**src/rtl/gen_ekg_zabrudzony.sv**
```systemverilog
// gen_ekg_zabrudzony: synthetic contaminated ECG source with PQRST beat, 50 Hz mains and triangular
// baseline wander. It emits one saturated 24-bit sample every CLK_DIV clocks. Define GEN_EKG_NOISE_EN to add LFSR noise.
module gen_ekg_zabrudzony #(
    parameter int unsigned CLK_DIV = 100000
) (
    input  logic        clk,
    input  logic        reset,
    output logic [23:0] data_out
);
    localparam int unsigned OUT_W = 24;
    localparam int unsigned ACC_W = 32;
    localparam int unsigned DIV_W = (CLK_DIV > 1) ? $clog2(CLK_DIV) : 1;
    localparam int unsigned N_W   = 10;
    localparam int unsigned K_W   = 5;
    localparam int unsigned M_W   = 12;

    localparam logic [DIV_W-1:0] DIV_LAST = DIV_W'(CLK_DIV - 1);
    localparam logic [N_W-1:0]   N_LAST   = N_W'(999);
    localparam logic [K_W-1:0]   K_LAST   = K_W'(19);
    localparam logic [M_W-1:0]   M_LAST   = M_W'(3999);

    localparam logic signed [ACC_W-1:0] SAT_MAX = 32'sd8388607;
    localparam logic signed [ACC_W-1:0] SAT_MIN = -32'sd8388608;

    logic [DIV_W-1:0] div_q, div_d;
    logic [N_W-1:0]   n_q, n_d;
    logic [K_W-1:0]   k_q, k_d;
    logic [M_W-1:0]   m_q, m_d;
    logic [OUT_W-1:0] data_q, data_d;
    logic             tick_c;

    logic signed [ACC_W-1:0] beat_c, mains_c, wander_c, noise_c, sum_c;
    logic [OUT_W-1:0]        sat_c;

    // One triangular wave component, (H-|n-c|)*S inside the support and 0 outside it.
    function automatic logic signed [ACC_W-1:0] tri_f(input logic [N_W-1:0] n, input int c,
                                                      input int h, input int s);
        int d;
        d = int'(n) - c;
        if (d < 0) d = -d;
        return (d < h) ? ACC_W'((h - d) * s) : '0;
    endfunction

    function automatic logic signed [ACC_W-1:0] mains_f(input logic [K_W-1:0] k);
        logic signed [ACC_W-1:0] v;
        unique case (k)
            5'd1, 5'd9:   v = 32'sd30902;
            5'd2, 5'd8:   v = 32'sd58779;
            5'd3, 5'd7:   v = 32'sd80902;
            5'd4, 5'd6:   v = 32'sd95106;
            5'd5:         v = 32'sd100000;
            5'd11, 5'd19: v = -32'sd30902;
            5'd12, 5'd18: v = -32'sd58779;
            5'd13, 5'd17: v = -32'sd80902;
            5'd14, 5'd16: v = -32'sd95106;
            5'd15:        v = -32'sd100000;
            default:      v = '0;
        endcase
        return v;
    endfunction

    function automatic logic signed [ACC_W-1:0] wander_f(input logic [M_W-1:0] m);
        int d;
        d = int'(m) - 2000;
        if (d < 0) d = -d;
        return ACC_W'(100 * d - 100000);
    endfunction

`ifdef GEN_EKG_NOISE_EN
    logic [15:0] lfsr_q, lfsr_d;
    logic        lfsr_fb_c;

    assign lfsr_fb_c = lfsr_q[15] ^ lfsr_q[13] ^ lfsr_q[12] ^ lfsr_q[10];
    // The low 12 LFSR bits are treated as a signed value and multiplied by 8.
    assign noise_c   = {{(ACC_W - 15){lfsr_q[11]}}, lfsr_q[11:0], 3'b000};
    assign lfsr_d    = tick_c ? {lfsr_q[14:0], lfsr_fb_c} : lfsr_q;

    always_ff @(posedge clk or negedge reset) begin
        if (!reset) lfsr_q <= 16'hACE1;
        else        lfsr_q <= lfsr_d;
    end
`else
    assign noise_c = '0;
`endif

    // Sample composition and saturation, using the pre-tick indices.
    always_comb begin
        beat_c   = tri_f(n_q, 150, 50, 3000)
                 + tri_f(n_q, 250, 10, -10000)
                 + tri_f(n_q, 270, 10, 200000)
                 + tri_f(n_q, 290, 10, -20000)
                 + tri_f(n_q, 500, 80, 4000);
        mains_c  = mains_f(k_q);
        wander_c = wander_f(m_q);
        sum_c    = beat_c + mains_c + wander_c + noise_c;
        if (sum_c > SAT_MAX)      sat_c = 24'h7FFFFF;
        else if (sum_c < SAT_MIN) sat_c = 24'h800000;
        else                      sat_c = sum_c[OUT_W-1:0];
    end

    // The divider and the index counters only advance on the sample tick.
    always_comb begin
        tick_c = (div_q == DIV_LAST);
        div_d  = tick_c ? '0 : DIV_W'(div_q + 1'b1);
        n_d    = n_q;
        k_d    = k_q;
        m_d    = m_q;
        data_d = data_q;
        if (tick_c) begin
            n_d    = (n_q == N_LAST) ? '0 : N_W'(n_q + 1'b1);
            k_d    = (k_q == K_LAST) ? '0 : K_W'(k_q + 1'b1);
            m_d    = (m_q == M_LAST) ? '0 : M_W'(m_q + 1'b1);
            data_d = sat_c;
        end
    end

    always_ff @(posedge clk or negedge reset) begin
        if (!reset) begin
            div_q  <= '0;
            n_q    <= '0;
            k_q    <= '0;
            m_q    <= '0;
            data_q <= '0;
        end else begin
            div_q  <= div_d;
            n_q    <= n_d;
            k_q    <= k_d;
            m_q    <= m_d;
            data_q <= data_d;
        end
    end

    assign data_out = data_q;

endmodule

```
**config.mk**
```make
export PLATFORM = sky130hd
export DESIGN_NAME = gen_ekg_zabrudzony
export DESIGN_NICKNAME = d
export VERILOG_FILES = /design/src/rtl/gen_ekg_zabrudzony.sv
export SDC_FILE = /design/constraint.sdc
export NUM_CORES = 1
export LEC_CHECK = 0
export ABC_CLOCK_PERIOD_IN_PS = 22900
export CAP_MARGIN = 20
export CORE_UTILIZATION = 45
export DETAILED_ROUTE_END_ITERATION = 8
export PLACE_DENSITY_LB_ADDON = 0.15
export RECOVER_POWER = 25
export SLEW_MARGIN = 5
export SYNTH_ARGS = -nofsm -noshare
export SYNTH_HDL_FRONTEND = slang
export SYNTH_SLANG_ARGS = --single-unit
export TNS_END_PERCENT = 100
```
**constraint.sdc**
```tcl
create_clock -name clk -period 22.9 [get_ports clk]
set_input_delay 6.87 -clock clk [delete_from_list [all_inputs] [get_ports clk]]
set_output_delay 6.87 -clock clk [all_outputs]
set_load 0.1 [all_outputs]
```
Word-level counts from Yosys, hierarchy flattened --
Memories as Yosys holds them, arrays and structs flattened. Index checks and enable logic that the tools add are counted.
Cells by class: add/subtract/negate cells 28, multipliers 6, $lt $le $gt $ge 13, equality and inequality tests 4, muxes and demuxes 17
Operators with widths (number):
- $mux W32 | 11
- $add A32 B32 Y32 | 6
- $neg A11 Y32 | 5
- $lt A32 B5 Y1 const B | 3
- $sub A5 B32 Y32 const A | 3
- $lt A11 B1 Y1 const B | 5
- $mux W24 | 2
- $sub A10 B9 Y11 const B | 3
- $gt A32 B24 Y1 const B | 1
- $lt A32 B24 Y1 const B | 1
- $lt A32 B7 Y1 const B | 1
- $lt A32 B8 Y1 const B | 1
- $mul A32 B10 Y29 const B | 1
- $mul A32 B11 Y27 const B | 1
- $mul A32 B11 Y28 const B | 1
- $mul A32 B13 Y26 const B | 1
- $mul A32 B8 Y27 const B | 1
- $mul A6 B32 Y30 const A | 1
- $neg A13 Y32 | 1
- $sub A32 B18 Y32 const B | 1
- $sub A7 B32 Y32 const A | 1
- $sub A8 B32 Y32 const A | 1
- $sub A10 B8 Y11 const B | 2
- $add A17 B1 Y17 const B | 1
- other kinds (13) | 13
Word-level totals: flip-flop bits (word level) 68, bits in read-only memories 1024, output and inout bits 24, word-level logic and storage cells 74, memories 1
Memory list:
- (no name shown) | words 32, width 32, rd ports 1, clocked after memory_dff 0, write ports 0, line 46 | unique case (k)

Depth between registers and ports, before layout --
depth after elaboration 15, gate-level depth with buffers 57, depth with buffers taken out 52

Least setup slack after synthesis --
Ideal clock, no wire load.
path type register -> register, start register n_q[3], end register data_q[2], in the netlist data_out[2], setup time 0.123 ns, arrival 12.914 ns, data required time 22.777 ns, path slack 9.863 ns, stages on the path, launching flop included 56, cells stage by stage dfrtp_1 > buf_6 > clkbuf_1 > inv_1 > ha_1 > buf_6 > a21o_4 > a211oi_2 > mux2i_1 > ha_1 > a31oi_1 > a211oi_1 > clkbuf_1 > xor2_1 > inv_1 > fa_1 > inv_1 > ha_1 > (+20 left out) > fa_1 > fa_1 > inv_1 > fa_1 > inv_1 > ha_1 > clkbuf_1 > a21oi_1 > a21boi_0 > o22ai_1 > o21ai_0 > xnor2_1 > xnor3_1 > xnor3_1 > a41o_1 > buf_6 > nand2_1 > a21oi_1
On the way: word-level cells in the longest chain between the ends 15
RTL lines:
- start, declared | line 26 | logic [N_W-1:0] n_q, n_d;
- start signal, assigned | line 126 | n_q <= n_d;
- $sub A10 B8 Y11 | line 39 | d = int'(n) - c;
- $neg A11 Y32 or $lt A11 B1 Y1 (tied branches) | line 40 | if (d < 0) d = -d;
- $mux W32 | line 40
- $sub A7 B32 Y32 or $sub A5 B32 Y32 (tied branches) | line 41 | return (d < h) ? ACC_W'((h - d) * s) : '0;
- $mul A32 B10 Y29 or $mul A32 B11 Y28 (tied branches) | line 41
- $mux W32 | line 41
- $add A32 B32 Y32 | line 89 | + tri_f(n_q, 250, 10, -10000)
- $add A32 B32 Y32 | line 90 | + tri_f(n_q, 270, 10, 200000)
- $add A32 B32 Y32 | line 91 | + tri_f(n_q, 290, 10, -20000)
- $add A32 B32 Y32 * | line 92 | + tri_f(n_q, 500, 80, 4000);
- $add A32 B32 Y32 * (2 in a row) | line 95 | sum_c = beat_c + mains_c + wander_c + noise_c;
- $lt A32 B24 Y1 | line 97 | else if (sum_c < SAT_MIN) sat_c = 24'h800000;
- $mux W24 | line 97
- $mux W24 * | line 96 | if (sum_c > SAT_MAX) sat_c = 24'h7FFFFF;
- end signal, assigned | line 129 | data_q <= data_d;
- end, declared | line 29 | logic [OUT_W-1:0] data_q, data_d;
Every way passes the cells marked *; elsewhere a longest branch is shown, timed or not. A chain may end at the register's enable or synchronous reset.

Worst setup path in the final report --
start register n_q[3], end register data_q[21], in the netlist data_out[21]
Same word-level chain as after synthesis.

==> results.cfg <==
[synth]
synth_common_cells = inv_1 (926), fa_1 (602), ha_1 (602)
syn_avg_cell_area_um2 = 8.835
ys_types = 94
synth_area_leaders = fa_1 (33%), ha_1 (21%), inv_1 (9.6%)
yosys.area.top_type = fa_1
synth_most_common_cell = inv_1
synth-seq-cells = 68
syn-cell-area_mm2 = 0.03635
synth.top_cell.area_share_pct = 33.15
synth-edff-count = 0
syn_inst = 4115
ys_seq_area_share_pct = 4.681
yosys_warnings = 0
ys.flop_type = dfrtp_1
synth_async_sr_flop_share_pct = 100.0

[outcome]
violations = max-capacitance violations, max-slew violations
outcome = finished, violations left

[worst_setup_path]
reg2regPathDepth = 49
crit_required_ns = 23.09
arrival_ns = 15.42
timing.rr.start = n_q[3]
r2r-end = data_out[21]
start_kind = flip-flop
rrSetupSlack_ns = 7.68
crit_fanout = 25
slowest_delay_ns = 0.93
worst_path_most_repeated_cell = fa_1
end_kind = flip-flop
critPathKind = flip-flop to flip-flop
slowest_stage = dfrtp_1

[layout]
drive_gt1_share_pct = 2.456
multi_input_area_mm2 = 0.03085
nets = 5313
seq_area_mm2 = 0.001703
syn_to_final_growth_pct = 4.719
fin_cells = 5162
nFillCells = 7837
antenna_cells = 0

[clock_network]
clkLatencyLatePin_ns = 0.36
post_cts_resized = 0
cts_buffers = 9
path_clk_slew_ns = 0.06
htree_levels = 3
cts_root_buf = clkbuf_16
cts.sinks = 68
hold_buffers = 0
cts.path.max_buffers = 2
cts_tree = done
cts_setup_buffers = 0

[die]
die_w_um = 286.2
design.die.area_mm2 = 0.08193
core_mm2 = 0.07952
io_pins = 26
die_h_um = 286.2
start_util_pct = 45.72
rows = 103

[sta]
rsz0062_at_grt = false
setup-tns-final_ns = 0
finalCriticalPeriod_ns = 15.22
finalCritPeriodShare_pct = 66.48
setup_viol = 0
max_freq_ghz = 0.06569
max_slew.worst_pin.slew_ns = 2.122
skew_ns = 0.007514
hold_viol_final = 0
whs_ns = 0.4704
maxSlewViolCount = 78
slew_headroom_pct = -41.48

[min_path]
hp-start = div_q[4]
hold_depth = 1
whs_endpoint = div_q[4]
worstHoldPathType = flip-flop to flip-flop

[placed_design]
routabilityCongestion = 0.9142
dp.cells = 5145
hpwl_um = 80270
port_buffers = 25

[job]
cap_violations = 2

[global_routing]
grt_pass1_wl_um = 150800
grt_overflow = 0
grt_pass1_vias = 27770
track_usage_pct = 23.36
grt_max_degree = 63
antenna_found_initial = 0

[routing]
routed_wl_um = 90900
ant_nets = 0
wl_per_cell_um = 17.61
drt-vias-per-instance = 5.140
drc_errors = 0
via_count = 26540
first_iter_violations = 1616
first_pass_iters = 5

[pwr]
power_density_mw_per_mm2 = 28.83
peakVddDrop_mv = 0.08579
leakage_nw = 19.07
## registers in the layout (all words and copies together) (netlist names)
signal / cells
m_q: 12
data_out: 24
k_q: 5
div_q: 17
n_q: 10
## cells by family (layout without fill, tap and decap cells)
| group | count (synthesis) | count (layout) | synth area share, % |
|---|---|---|---|
| flops | 68 | 68 | 4.681 |
| buf+inv | 1035 | 993 | 10.91 |
| other cells | 2 | 41 | 0.02066 |
| xor+xnor | 316 | 316 | 7.806 |
| compound gates | 630 | 630 | 11.03 |
| simple gates | 845 | 845 | 11.25 |
| fa+ha+maj | 1204 | 1204 | 53.87 |
| mux | 15 | 15 | 0.4302 |
## routing by layer
layer / wire length (um) / up-vias / GRT usage, % / part of all wire (%)
met5: 0 / - / 0 / 0
met4: 2363 / 0 / 5.842 / 2.6
li1: - / 13090 / - / -
met1: 41720 / 12850 / 32.05 / 46
met2: 42300 / 512 / 38.65 / 47
met3: 4516 / 85 / 3.339 / 5.0
## through the flow
step                      setup WS, ns  power (mW)  util [%]  cell area [um^2]
final                            7.676       1.097     47.88             38070
after CTS                        7.760       1.085     47.88             38070
after floorplan                  9.863      0.7890         -             36500
after detailed placement         7.794      0.9318     47.49             37760
after global routing             6.607       1.195     47.88             38070
after global placement           7.990      0.9289     47.49             37760
## critical path, delay by kind of cell, from the launching register on
kind / cells / cell delay, ns
buf+inv: 6 / 0.46
simple gates: 8 / 1.75
compound gates: 17 / 4.22
flops: 1 / 0.93
xor+xnor: 5 / 1.98
mux: 1 / 0.35
fa+ha+maj: 12 / 5.35
## area by class of cell
class	instances	share of cell area, %
Sequential cell	68	4.473
Clock inverter	5	0.1578
Timing Repair Buffer	46	1.039
Tap cell	1050	3.451
Inverter	931	9.192
Clock buffer	11	0.6639
Multi-Input combinational cell	3051	81.02
## cells in the final DEF, fill, tap and decap left out, types with 41 or more instances in the layout
master	synthesis	final
xnor2_1	211	211
fa_1	602	602
xor2_1	99	99
a21o_1	67	67
a21oi_1	192	192
nand3_1	67	67
conb_1	2	41
nor3_1	48	48
nand2_1	242	242
dfrtp_1	68	67
inv_1	926	926
nand2b_1	50	50
o21ai_0	146	146
ha_1	602	602
nor2_1	231	231
## power breakdown
part	internal (mW)	switching, mW
clock	0.0904	0.0595
combinational	0.292	0.498
sequential	0.138	0.0198
## worst max path at each step
stage	from	to	slack [ns]	cells after the start
after detailed placement	n_q[2]	data_out[21]	7.79	49
after global placement	n_q[3]	data_out[5]	7.99	49
final	n_q[3]	data_out[21]	7.68	49
after global routing	n_q[2]	data_out[21]	6.61	49
after floorplan	n_q[3]	data_out[2]	9.86	55
after CTS	n_q[2]	data_out[21]	7.76	49
Note: power is estimated with default switching activity, not from simulation.
